--- src/rtl/uart_tx_serializer.sv ---
// 8N1 UART transmitter: accepts one byte per tx_enable in IDLE and shifts it out LSB first.
// State, line and done pulse are all registered; tx_busy decodes the state register.
module uart_tx_serializer #(
  parameter int CLKS_PER_BIT = 234
) (
  input  logic       clk,
  input  logic       rst,
  input  logic [7:0] data_in,
  input  logic       tx_enable,
  output logic [1:0] tx_state,
  output logic       tx_busy,
  output logic       tx_done,
  output logic       tx
);

  localparam int CW = $clog2(CLKS_PER_BIT);

  typedef enum logic [1:0] {
    IDLE  = 2'd0,
    START = 2'd1,
    DATA  = 2'd2,
    STOP  = 2'd3
  } state_t;

  state_t        state, state_nxt;
  logic [CW-1:0] baud_cnt, baud_nxt;
  logic [2:0]    bit_idx, bit_nxt;
  logic [7:0]    shreg, shreg_nxt;
  logic          tx_nxt, done_nxt;
  logic          baud_term;

  assign baud_term = (baud_cnt == CW'(CLKS_PER_BIT - 1));
  assign tx_state  = state;
  assign tx_busy   = (state != IDLE);

  always_comb begin
    state_nxt = state;
    baud_nxt  = baud_cnt;
    bit_nxt   = bit_idx;
    shreg_nxt = shreg;
    tx_nxt    = tx;
    done_nxt  = 1'b0;
    case (state)
      IDLE: begin
        tx_nxt = 1'b1;
        if (tx_enable) begin
          shreg_nxt = data_in;
          tx_nxt    = 1'b0;
          baud_nxt  = '0;
          state_nxt = START;
        end
      end
      START: begin
        if (baud_term) begin
          baud_nxt  = '0;
          bit_nxt   = 3'd0;
          tx_nxt    = shreg[0];
          state_nxt = DATA;
        end else begin
          baud_nxt = baud_cnt + CW'(1);
        end
      end
      DATA: begin
        if (baud_term) begin
          baud_nxt  = '0;
          shreg_nxt = {1'b0, shreg[7:1]};
          // shreg[1] is the next bit, since the shift lands on the same edge
          if (bit_idx != 3'd7) begin
            bit_nxt = bit_idx + 3'd1;
            tx_nxt  = shreg[1];
          end else begin
            tx_nxt    = 1'b1;
            state_nxt = STOP;
          end
        end else begin
          baud_nxt = baud_cnt + CW'(1);
        end
      end
      STOP: begin
        if (baud_term) begin
          baud_nxt  = '0;
          done_nxt  = 1'b1;
          state_nxt = IDLE;
        end else begin
          baud_nxt = baud_cnt + CW'(1);
        end
      end
      default: state_nxt = IDLE;
    endcase
  end

  always_ff @(posedge clk) begin
    if (rst) begin
      state    <= IDLE;
      baud_cnt <= '0;
      bit_idx  <= 3'd0;
      shreg    <= 8'd0;
      tx       <= 1'b1;
      tx_done  <= 1'b0;
    end else begin
      state    <= state_nxt;
      baud_cnt <= baud_nxt;
      bit_idx  <= bit_nxt;
      shreg    <= shreg_nxt;
      tx       <= tx_nxt;
      tx_done  <= done_nxt;
    end
  end

endmodule

--- config.mk ---
export PLATFORM = sky130hd
export DESIGN_NAME = uart_tx_serializer
export DESIGN_NICKNAME = d
export VERILOG_FILES = /design/src/rtl/uart_tx_serializer.sv
export SDC_FILE = /design/constraint.sdc
export NUM_CORES = 1
export LEC_CHECK = 0
export BUFFER_PORTS_ARGS = -buffer_cell sky130_fd_sc_hd__clkbuf_2
export CAP_MARGIN = 10
export CORE_MARGIN = 2
export CORE_UTILIZATION = 48
export CTS_BUF_LIST = sky130_fd_sc_hd__clkbuf_4 sky130_fd_sc_hd__clkbuf_8
export DETAILED_ROUTE_END_ITERATION = 10
export HOLD_SLACK_MARGIN = 0.03
export PLACE_DENSITY = 0.68
export SLEW_MARGIN = 10
export SYNTH_ARGS = -nofsm -noshare
export SYNTH_HDL_FRONTEND = slang
export SYNTH_SLANG_ARGS = --single-unit
--- constraint.sdc ---
create_clock -name clk -period 1.9 [get_ports clk]
set_input_delay 0.38 -clock clk [delete_from_list [all_inputs] [get_ports clk]]
set_output_delay 0.38 -clock clk [all_outputs]
set_load 0.005 [all_outputs]
==> impl_metrics.json, run 1 <==
{
  "cts.clk_slew.worst_paths_ns": 0.13,
  "ys_seq_area_share_pct": 35.8,
  "power_w": 0.00183,
  "path_class": "flip-flop to flip-flop",
  "power_density_nw_per_um2": 1300,
  "worst_slew_pin_slew_ns": 0.384,
  "irDropWorstVdd_uv": 1020,
  "skew_ns": 0.00562,
  "ys_ff_latch": 23,
  "cellLeakagePower_nw": 0.550,
  "yosys_warnings": 0,
  "rows": 18,
  "die_w_um": 55.7,
  "synth_ff_type": "dfxtp_1",
  "yosysUniqueCellTypes": 37,
  "cts_resized": 0,
  "drt_wl_total_um": 2630,
  "fin_area_um2": 1410,
  "antenna_left": 0,
  "grt_max_degree": 20,
  "drt_iter0_markers": 23,
  "port_buffers": 15,
  "cts_buffers": 3,
  "grt_pass1_wl_um": 4570,
  "worstPathRequired_ns": 2.13,
  "maxSlewViolCount": 0,
  "min_period_over_period_pct": 90.6,
  "worstHoldStart": "data_in[7]",
  "grt-ovfl-total": 0,
  "async_reset_ff_share_pct": 0,
  "mostFrequentLayoutCells": "dfxtp_1, clkbuf_2, nand2_1, nor2_1, nand4_1",
  "insertion_delay_ns": 0.31,
  "cts-hold-fix-buffers": 0,
  "syn_nets": 163,
  "start_kind": "flip-flop",
  "die_height_um": 55.7,
  "cap_violations": 0,
  "rsz0062_at_grt": "false",
  "rr_startpoint": "tx_state[0]$_SDFFE_PP0P_",
  "endpoint_kind": "flip-flop",
  "finalSetupTns_ns": 0,
  "core_area_um2": 2500,
  "layout_min_cycle_time_ns": 1.72,
  "die_area_um2": 3110,
  "min_path_type": "primary input to flip-flop",
  "grt_usage_pct": 17.7,
  "fmax_ghz": 0.581,
  "whs_ns": 0.330,
  "drt_first_pass_iters": 4,
  "crit_path_start": "tx_state[0]$_SDFFE_PP0P_",
  "num_vias": 1098,
  "syn_to_final_growth_pct": 9.64,
  "status": "complete, no violations",
  "max-slew-margin-rel_pct": 74.4,
  "nets": 184,
  "synth_edf_count": 0,
  "cts_num_sinks": 23,
  "post-route-util_pct": 56.4,
  "io-pin-count": 16,
  "drcViolationCount": 0,
  "wl_per_cell_um": 13.6,
  "placed_area_um2": 1380,
  "cp_max_fo": 4,
  "cts-root-buf": "clkbuf_4",
  "arrival_ns": 1.95,
  "cts_setup_buffers": 0,
  "syn_area_um2": 1280,
  "clk_path_buf_depth": 2,
  "gp_congestion": 0.782,
  "layout-drive-gt1-share_pct": 19.6,
  "synthCells": 143,
  "hold_viol_final": 0,
  "start_util_pct": 51.4,
  "viasPerCell": 5.69,
  "setup_violations": 0,
  "grt_pass1_vias": 1052,
  "antenna_cells": 0,
  "cts_max_level": 1,
  "syn-mean-instance-area_um2": 8.99,
  "antenna_found_initial": 0,
  "dp_hpwl_um": 1940,
  "final_common_cell": "dfxtp_1",
  "cts_tree": "done"
}
synth_stat cells, types with 4 or more instances:
cell	number	area, um^2
a21oi_1	6	30.0
a22oi_1	7	52.6
a31oi_1	7	43.8
dfxtp_1	23	460
ha_1	9	113
inv_1	5	18.8
nand2_1	12	45.0
nand3_1	5	25.0
nand4_1	10	62.6
nor2_1	12	45.0
o21ai_0	6	30.0
xnor2_1	4	35.0
report_power, final:
group | switching (W) | total [W] | internal (W)
combinational | 0.000527 | 0.000929 | 0.000401
clock | 0.000145 | 0.000241 | 0.0000962
sequential | 0.0000852 | 0.000665 | 0.000580
total | 0.000757 | 0.00183 | 0.00108
through the flow:
step | worst slack (ns) | std cells
after floorplan | 0.229 | 143
after global placement | 0.247 | 189
after detailed placement | 0.204 | 189
after CTS | 0.161 | 193
after global routing | 0.0724 | 193
final | 0.179 | 193
cells by family after synthesis:
family | after synthesis | share of synthesized area (%)
AOI/OAI and AO/OA | 34 | 17.4
xor gates and xnor gates | 7 | 4.77
adders and majority gates | 9 | 8.76
buffers and inverters | 10 | 6.43
DFF | 23 | 35.8
muxes | 3 | 2.63
and+or+nand+nor | 57 | 24.1
metal layers:
metal	track usage [%]	routed length [um]	vias to the layer above
met4	5.23	26	0
met2	28.2	1180	17
li1	-	-	561
met5	0	0	-
met1	24.5	1350	516
met3	3.02	71	4
sequential cells by signal, summed over array words and instances (netlist names):
signal,cells
tx_done,1
shreg,8
bit_idx,3
baud_cnt,8
tx,1
tx_state,2
worst max-delay path, stage by stage, from the launching register on:
cell	delay (ns)
dfxtp_1	0.40
inv_1	0.11
ha_1	0.25
or3_1	0.40
a2111o_1	0.42
o31ai_1	0.07
layout make-up:
| cell class | count | area, um^2 |
|---|---|---|
| Fill cell | 240 | 1090 |
| Multi-Input combinational cell | 110 | 742 |
| Sequential cell | 23 | 460 |
| Timing Repair Buffer | 21 | 120 |
| Tap cell | 30 | 37.5 |
| Clock buffer | 4 | 30.0 |
| Inverter | 5 | 18.8 |
final timing paths:
kind / to / slack (ns) / cells past startpoint
max: tx_state[0]$_SDFFE_PP0P_ / 0.18 / 5
min: shreg[7]$_SDFFE_PP0P_ / 0.33 / 3
max reg2reg: tx_state[0]$_SDFFE_PP0P_ / 0.18 / 5
min reg2reg: bit_idx[2]$_SDFFE_PP0P_ / 0.49 / 2
Power figures use the tool's default switching activity.
==> inputs of run 2 (changes only) <==
--- a/config.mk
+++ b/config.mk
@@ -7,7 +7,7 @@
 export LEC_CHECK = 0
 export BUFFER_PORTS_ARGS = -buffer_cell sky130_fd_sc_hd__clkbuf_2
 export CAP_MARGIN = 10
-export CORE_MARGIN = 2
+export CORE_MARGIN = 3
 export CORE_UTILIZATION = 48
 export CTS_BUF_LIST = sky130_fd_sc_hd__clkbuf_4 sky130_fd_sc_hd__clkbuf_8
 export DETAILED_ROUTE_END_ITERATION = 10
==> constraint.sdc (replaced) <==
create_clock -name clk -period 1.9 [get_ports clk]
set_input_delay 0.38 -clock clk [delete_from_list [all_inputs] [get_ports clk]]
set_output_delay 0.38 -clock clk [all_outputs]
set_load 0.05 [all_outputs]
==> impl_metrics.json, run 2 (synthesis gave the netlist of run 1 again) <==
{
  "status": "complete, no violations",
  "cpPeakStageDelay_ns": 0.39,
  "cts-hold-fix-buffers": 0,
  "cts_buffers": 3,
  "drcViolationCount": 0,
  "dp_hpwl_um": 1950,
  "worstPathCellList": "inv_1, ha_2, inv_1, clkbuf_2",
  "cts_tree": "done",
  "cts_resized": 0,
  "io-pin-count": 16,
  "cts.clk_slew.worst_paths_ns": 0.13,
  "syn_to_final_growth_pct": 10.6,
  "arrival_ns": 1.37,
  "die_area_um2": 3330,
  "fmax_ghz": 0.571,
  "cap_violations": 0,
  "drt_wl_total_um": 2620,
  "die_height_um": 57.7,
  "path_common_cell": "inv_1",
  "critPathTopFamily": "buffers and inverters",
  "layout_min_cycle_time_ns": 1.75,
  "cp_max_fo": 6,
  "grt_max_degree": 20,
  "gp_congestion": 0.772,
  "insertion_delay_ns": 0.32,
  "cts_max_level": 1,
  "grt_pass1_vias": 965,
  "worst_slew_pin_slew_ns": 0.391,
  "crit_buf_inv": 3,
  "grt_usage_pct": 17.5,
  "clk_path_buf_depth": 2,
  "top_regs": "baud_cnt: 8 flops, shreg: 8 flops, bit_idx: 3 flops",
  "drt_iter0_markers": 33,
  "power_w": 0.00201,
  "port_buffers": 15,
  "cts_setup_buffers": 0,
  "min_period_over_period_pct": 92.2,
  "finalSetupTns_ns": 0,
  "hold_viol_final": 0,
  "num_vias": 1112,
  "antenna_left": 0,
  "viasPerCell": 5.73,
  "setup_violations": 0,
  "path_class": "flip-flop to primary output",
  "max-slew-margin-rel_pct": 74.0,
  "die_w_um": 57.7,
  "skew_ns": 0.0115,
  "irDropWorstVdd_uv": 1260,
  "wl_per_cell_um": 13.5,
  "min_path_type": "primary input to flip-flop",
  "slowest_stage": "dfxtp_2",
  "mostFrequentLayoutCells": "dfxtp_1, clkbuf_2, nand2_1, nor2_1, nand4_1",
  "rsz0062_at_grt": "false",
  "start_util_pct": 50.9,
  "layout-drive-gt1-share_pct": 22.0,
  "whs_ns": 0.334,
  "antenna_found_initial": 0,
  "cellLeakagePower_nw": 0.555,
  "start_kind": "flip-flop",
  "drt_first_pass_iters": 4,
  "core_area_um2": 2520,
  "endpoint_kind": "primary output",
  "rows": 18,
  "grt-ovfl-total": 0,
  "power_density_nw_per_um2": 1410,
  "grt_pass1_wl_um": 4510,
  "nets": 185,
  "cts_num_sinks": 23,
  "final_common_cell": "dfxtp_1",
  "worstPathRequired_ns": 1.52,
  "antenna_cells": 0,
  "cts-root-buf": "clkbuf_4",
  "maxSlewViolCount": 0
}
run 2: cell type report:
type | count | area, um^2
Multi-Input combinational cell | 110 | 744
Tap cell | 30 | 37.5
Timing Repair Buffer | 22 | 128
Sequential cell | 23 | 463
Clock buffer | 4 | 30.0
Inverter | 5 | 18.8
Fill cell | 252 | 1100
run 2: layer usage:
metal / wire length [um] / GRT usage, % / share of wire, % / vias up
li1: - / - / - / 569
met3: 123 / 3.34 / 4.7 / 5
met1: 1340 / 26.3 / 51 / 506
met5: 0 / 0 / 0 / -
met2: 1100 / 23.4 / 42 / 32
met4: 51 / 8.94 / 1.9 / 0
run 2: worst reg2reg max path, stage by stage (launching register included):
cell      delay [ns]
dfxtp_2         0.39
inv_1           0.10
ha_1            0.26
or3_1           0.40
a2111o_1        0.42
o31ai_1         0.07
run 2: final timing paths:
kind / from / endpoint / slack [ns] / depth (start not counted)
setup / recovery: tx_state[0]$_SDFFE_PP0P_ / tx_busy / 0.15 / 4
hold / removal: data_in[7] / shreg[7]$_SDFFE_PP0P_ / 0.33 / 3
setup reg to reg: tx_state[0]$_SDFFE_PP0P_ / tx_state[0]$_SDFFE_PP0P_ / 0.17 / 5
hold reg to reg: bit_idx[1]$_SDFFE_PP0P_ / bit_idx[1]$_SDFFE_PP0P_ / 0.49 / 2
run 2: where the power goes:
group | total, W | switching, W | leakage, nW | internal [W]
logic | 0.00109 | 0.000686 | 0.349 | 0.000408
clock network | 0.000241 | 0.000144 | 0.0184 | 0.0000964
registers | 0.000672 | 0.0000871 | 0.188 | 0.000585
run 2: per-stage QoR:
stage                     cell area [um^2]  std cells  setup slack, ns  utilization, %
final                                 1420        194            0.148            56.3
after global routing                  1420        194           0.0720            56.3
after CTS                             1420        194           0.0666            56.3
after detailed placement              1390        190            0.194            55.1
after global placement                1390        190            0.237            55.1
after floorplan                       1290        143           0.0389               -
==> inputs of run 3 (changes only) <==
--- a/config.mk
+++ b/config.mk
@@ -7,6 +7,7 @@
 export LEC_CHECK = 0
 export BUFFER_PORTS_ARGS = -buffer_cell sky130_fd_sc_hd__clkbuf_2
 export CAP_MARGIN = 10
+export CORE_ASPECT_RATIO = 0.9
 export CORE_MARGIN = 3
 export CORE_UTILIZATION = 48
 export CTS_BUF_LIST = sky130_fd_sc_hd__clkbuf_4 sky130_fd_sc_hd__clkbuf_8
==> impl_metrics.json, run 3 (synthesis gave the netlist of run 1 again) <==
{
  "dp_hpwl_um": 2050,
  "gp_congestion": 0.795,
  "die_height_um": 55.1,
  "final_common_cell": "dfxtp_1",
  "viasPerCell": 5.96,
  "endpoint_kind": "primary output",
  "insertion_delay_ns": 0.31,
  "cts_setup_buffers": 0,
  "cellLeakagePower_nw": 0.547,
  "setup_violations": 0,
  "antenna_cells": 0,
  "drcViolationCount": 0,
  "drt_wl_total_um": 2740,
  "rr_startpoint": "tx_state[0]$_SDFFE_PP0P_",
  "cts-root-buf": "clkbuf_4",
  "reg2reg_depth": 6,
  "grt-ovfl-total": 0,
  "grt_usage_pct": 17.5,
  "skew_ns": 0.00514,
  "rows": 17,
  "cts_buffers": 3,
  "hold_depth": 3,
  "hold_viol_final": 0,
  "cap_violations": 0,
  "antenna_left": 0,
  "setup_slack_ns": 0.0698,
  "worstHoldStart": "data_in[7]",
  "cts_tree": "done",
  "start_util_pct": 51.2,
  "drt_iter0_markers": 35,
  "placedCellCount": 187,
  "worstPathRequired_ns": 1.52,
  "die_w_um": 60.5,
  "cts.clk_slew.worst_paths_ns": 0.14,
  "maxSlewViolCount": 0,
  "cts_max_level": 1,
  "io-pin-count": 16,
  "rr_endpoint": "shreg[6]$_SDFFE_PP0P_",
  "cts_resized": 0,
  "min_to": "shreg[7]$_SDFFE_PP0P_",
  "grt_pass1_wl_um": 4370,
  "finalSetupTns_ns": 0,
  "path_class": "flip-flop to primary output",
  "port_buffers": 15,
  "syn_to_final_growth_pct": 9.64,
  "die_area_um2": 3330,
  "min_path_type": "primary input to flip-flop",
  "grt_max_degree": 20,
  "fmax_ghz": 0.546,
  "drt_first_pass_iters": 4,
  "start_kind": "flip-flop",
  "whs_ns": 0.335,
  "placed_area_um2": 1380,
  "min_period_over_period_pct": 96.3,
  "num_vias": 1138,
  "top_regs": "baud_cnt: 8 flops, shreg: 8 flops, bit_idx: 3 flops",
  "wl_per_cell_um": 14.3,
  "irDropWorstVdd_uv": 1200,
  "max-slew-margin-rel_pct": 72.1,
  "worst_slew_pin_slew_ns": 0.418,
  "antenna_found_initial": 0,
  "cts_num_sinks": 23,
  "cp_max_fo": 6,
  "dp_slack_ns": 0.238,
  "power_density_nw_per_um2": 1410,
  "core_area_um2": 2510,
  "layout-drive-gt1-share_pct": 20.9,
  "grt_pass1_vias": 965,
  "fin_area_um2": 1410,
  "clk_path_buf_depth": 2,
  "rsz0062_at_grt": "false",
  "mostFrequentLayoutCells": "dfxtp_1, clkbuf_2, nand2_1, nor2_1, nand4_1",
  "layout_min_cycle_time_ns": 1.83,
  "arrival_ns": 1.45,
  "nets": 184,
  "cts-hold-fix-buffers": 0,
  "status": "complete, no violations",
  "instances_no_fill": 191,
  "r2r_setup_slack_ns": 0.17
}
## run 3: per-stage QoR
step | power [W] | util (%)
CTS | 0.00198 | 56.1
floorplan | 0.00148 | -
detailed placement | 0.00175 | 54.9
global placement | 0.00171 | 54.9
finish | 0.00199 | 56.1
global route | 0.00212 | 56.1
## run 3: final cells by class
cell class,count,area [um^2]
Clock inverter,1,7.51
Sequential cell,23,463
Clock buffer,3,22.5
Fill cell,238,1100
Inverter,5,18.8
Tap cell,28,35.0
Timing Repair Buffer,21,120
Multi-Input combinational cell,110,742
## run 3: layer usage
metal | part of all wire [%] | track usage, % | vias up | routed length, um
met2 | 44 | 28.2 | 41 | 1200
met5 | 0 | 0 | - | 0
met1 | 50 | 23.9 | 534 | 1360
met4 | 0.51 | 4.69 | 0 | 14
met3 | 5.7 | 3.25 | 2 | 157
li1 | - | - | 561 | -
## run 3: worst max-delay path, cell delays in order, from the launching register on
cell,delay (ns)
dfxtp_2,0.39
inv_1,0.09
ha_1,0.31
inv_1,0.08
clkbuf_2,0.27
## run 3: worst max path at each step
stage | startpoint | to | slack, ns
final | tx_state[0]$_SDFFE_PP0P_ | tx_busy | 0.07
after global routing | tx_state[0]$_SDFFE_PP0P_ | tx_busy | 0.01
after CTS | tx_state[0]$_SDFFE_PP0P_ | tx_busy | 0.07
after detailed placement | tx_state[0]$_SDFFE_PP0P_ | tx$_SDFFE_PP1P_ | 0.24
after global placement | tx_state[0]$_SDFFE_PP0P_ | baud_cnt[7]$_SDFFE_PP0N_ | 0.27
after floorplan | tx_state[0]$_SDFFE_PP0P_ | tx_state[0]$_SDFFE_PP0P_ | 0.04
## run 3: where the power goes
group          switching (W)  internal [W]  leakage [nW]  total, W
registers          0.0000912      0.000585         0.188  0.000676
clock network       0.000153     0.0000801        0.0139  0.000233
logic               0.000687      0.000392         0.345   0.00108
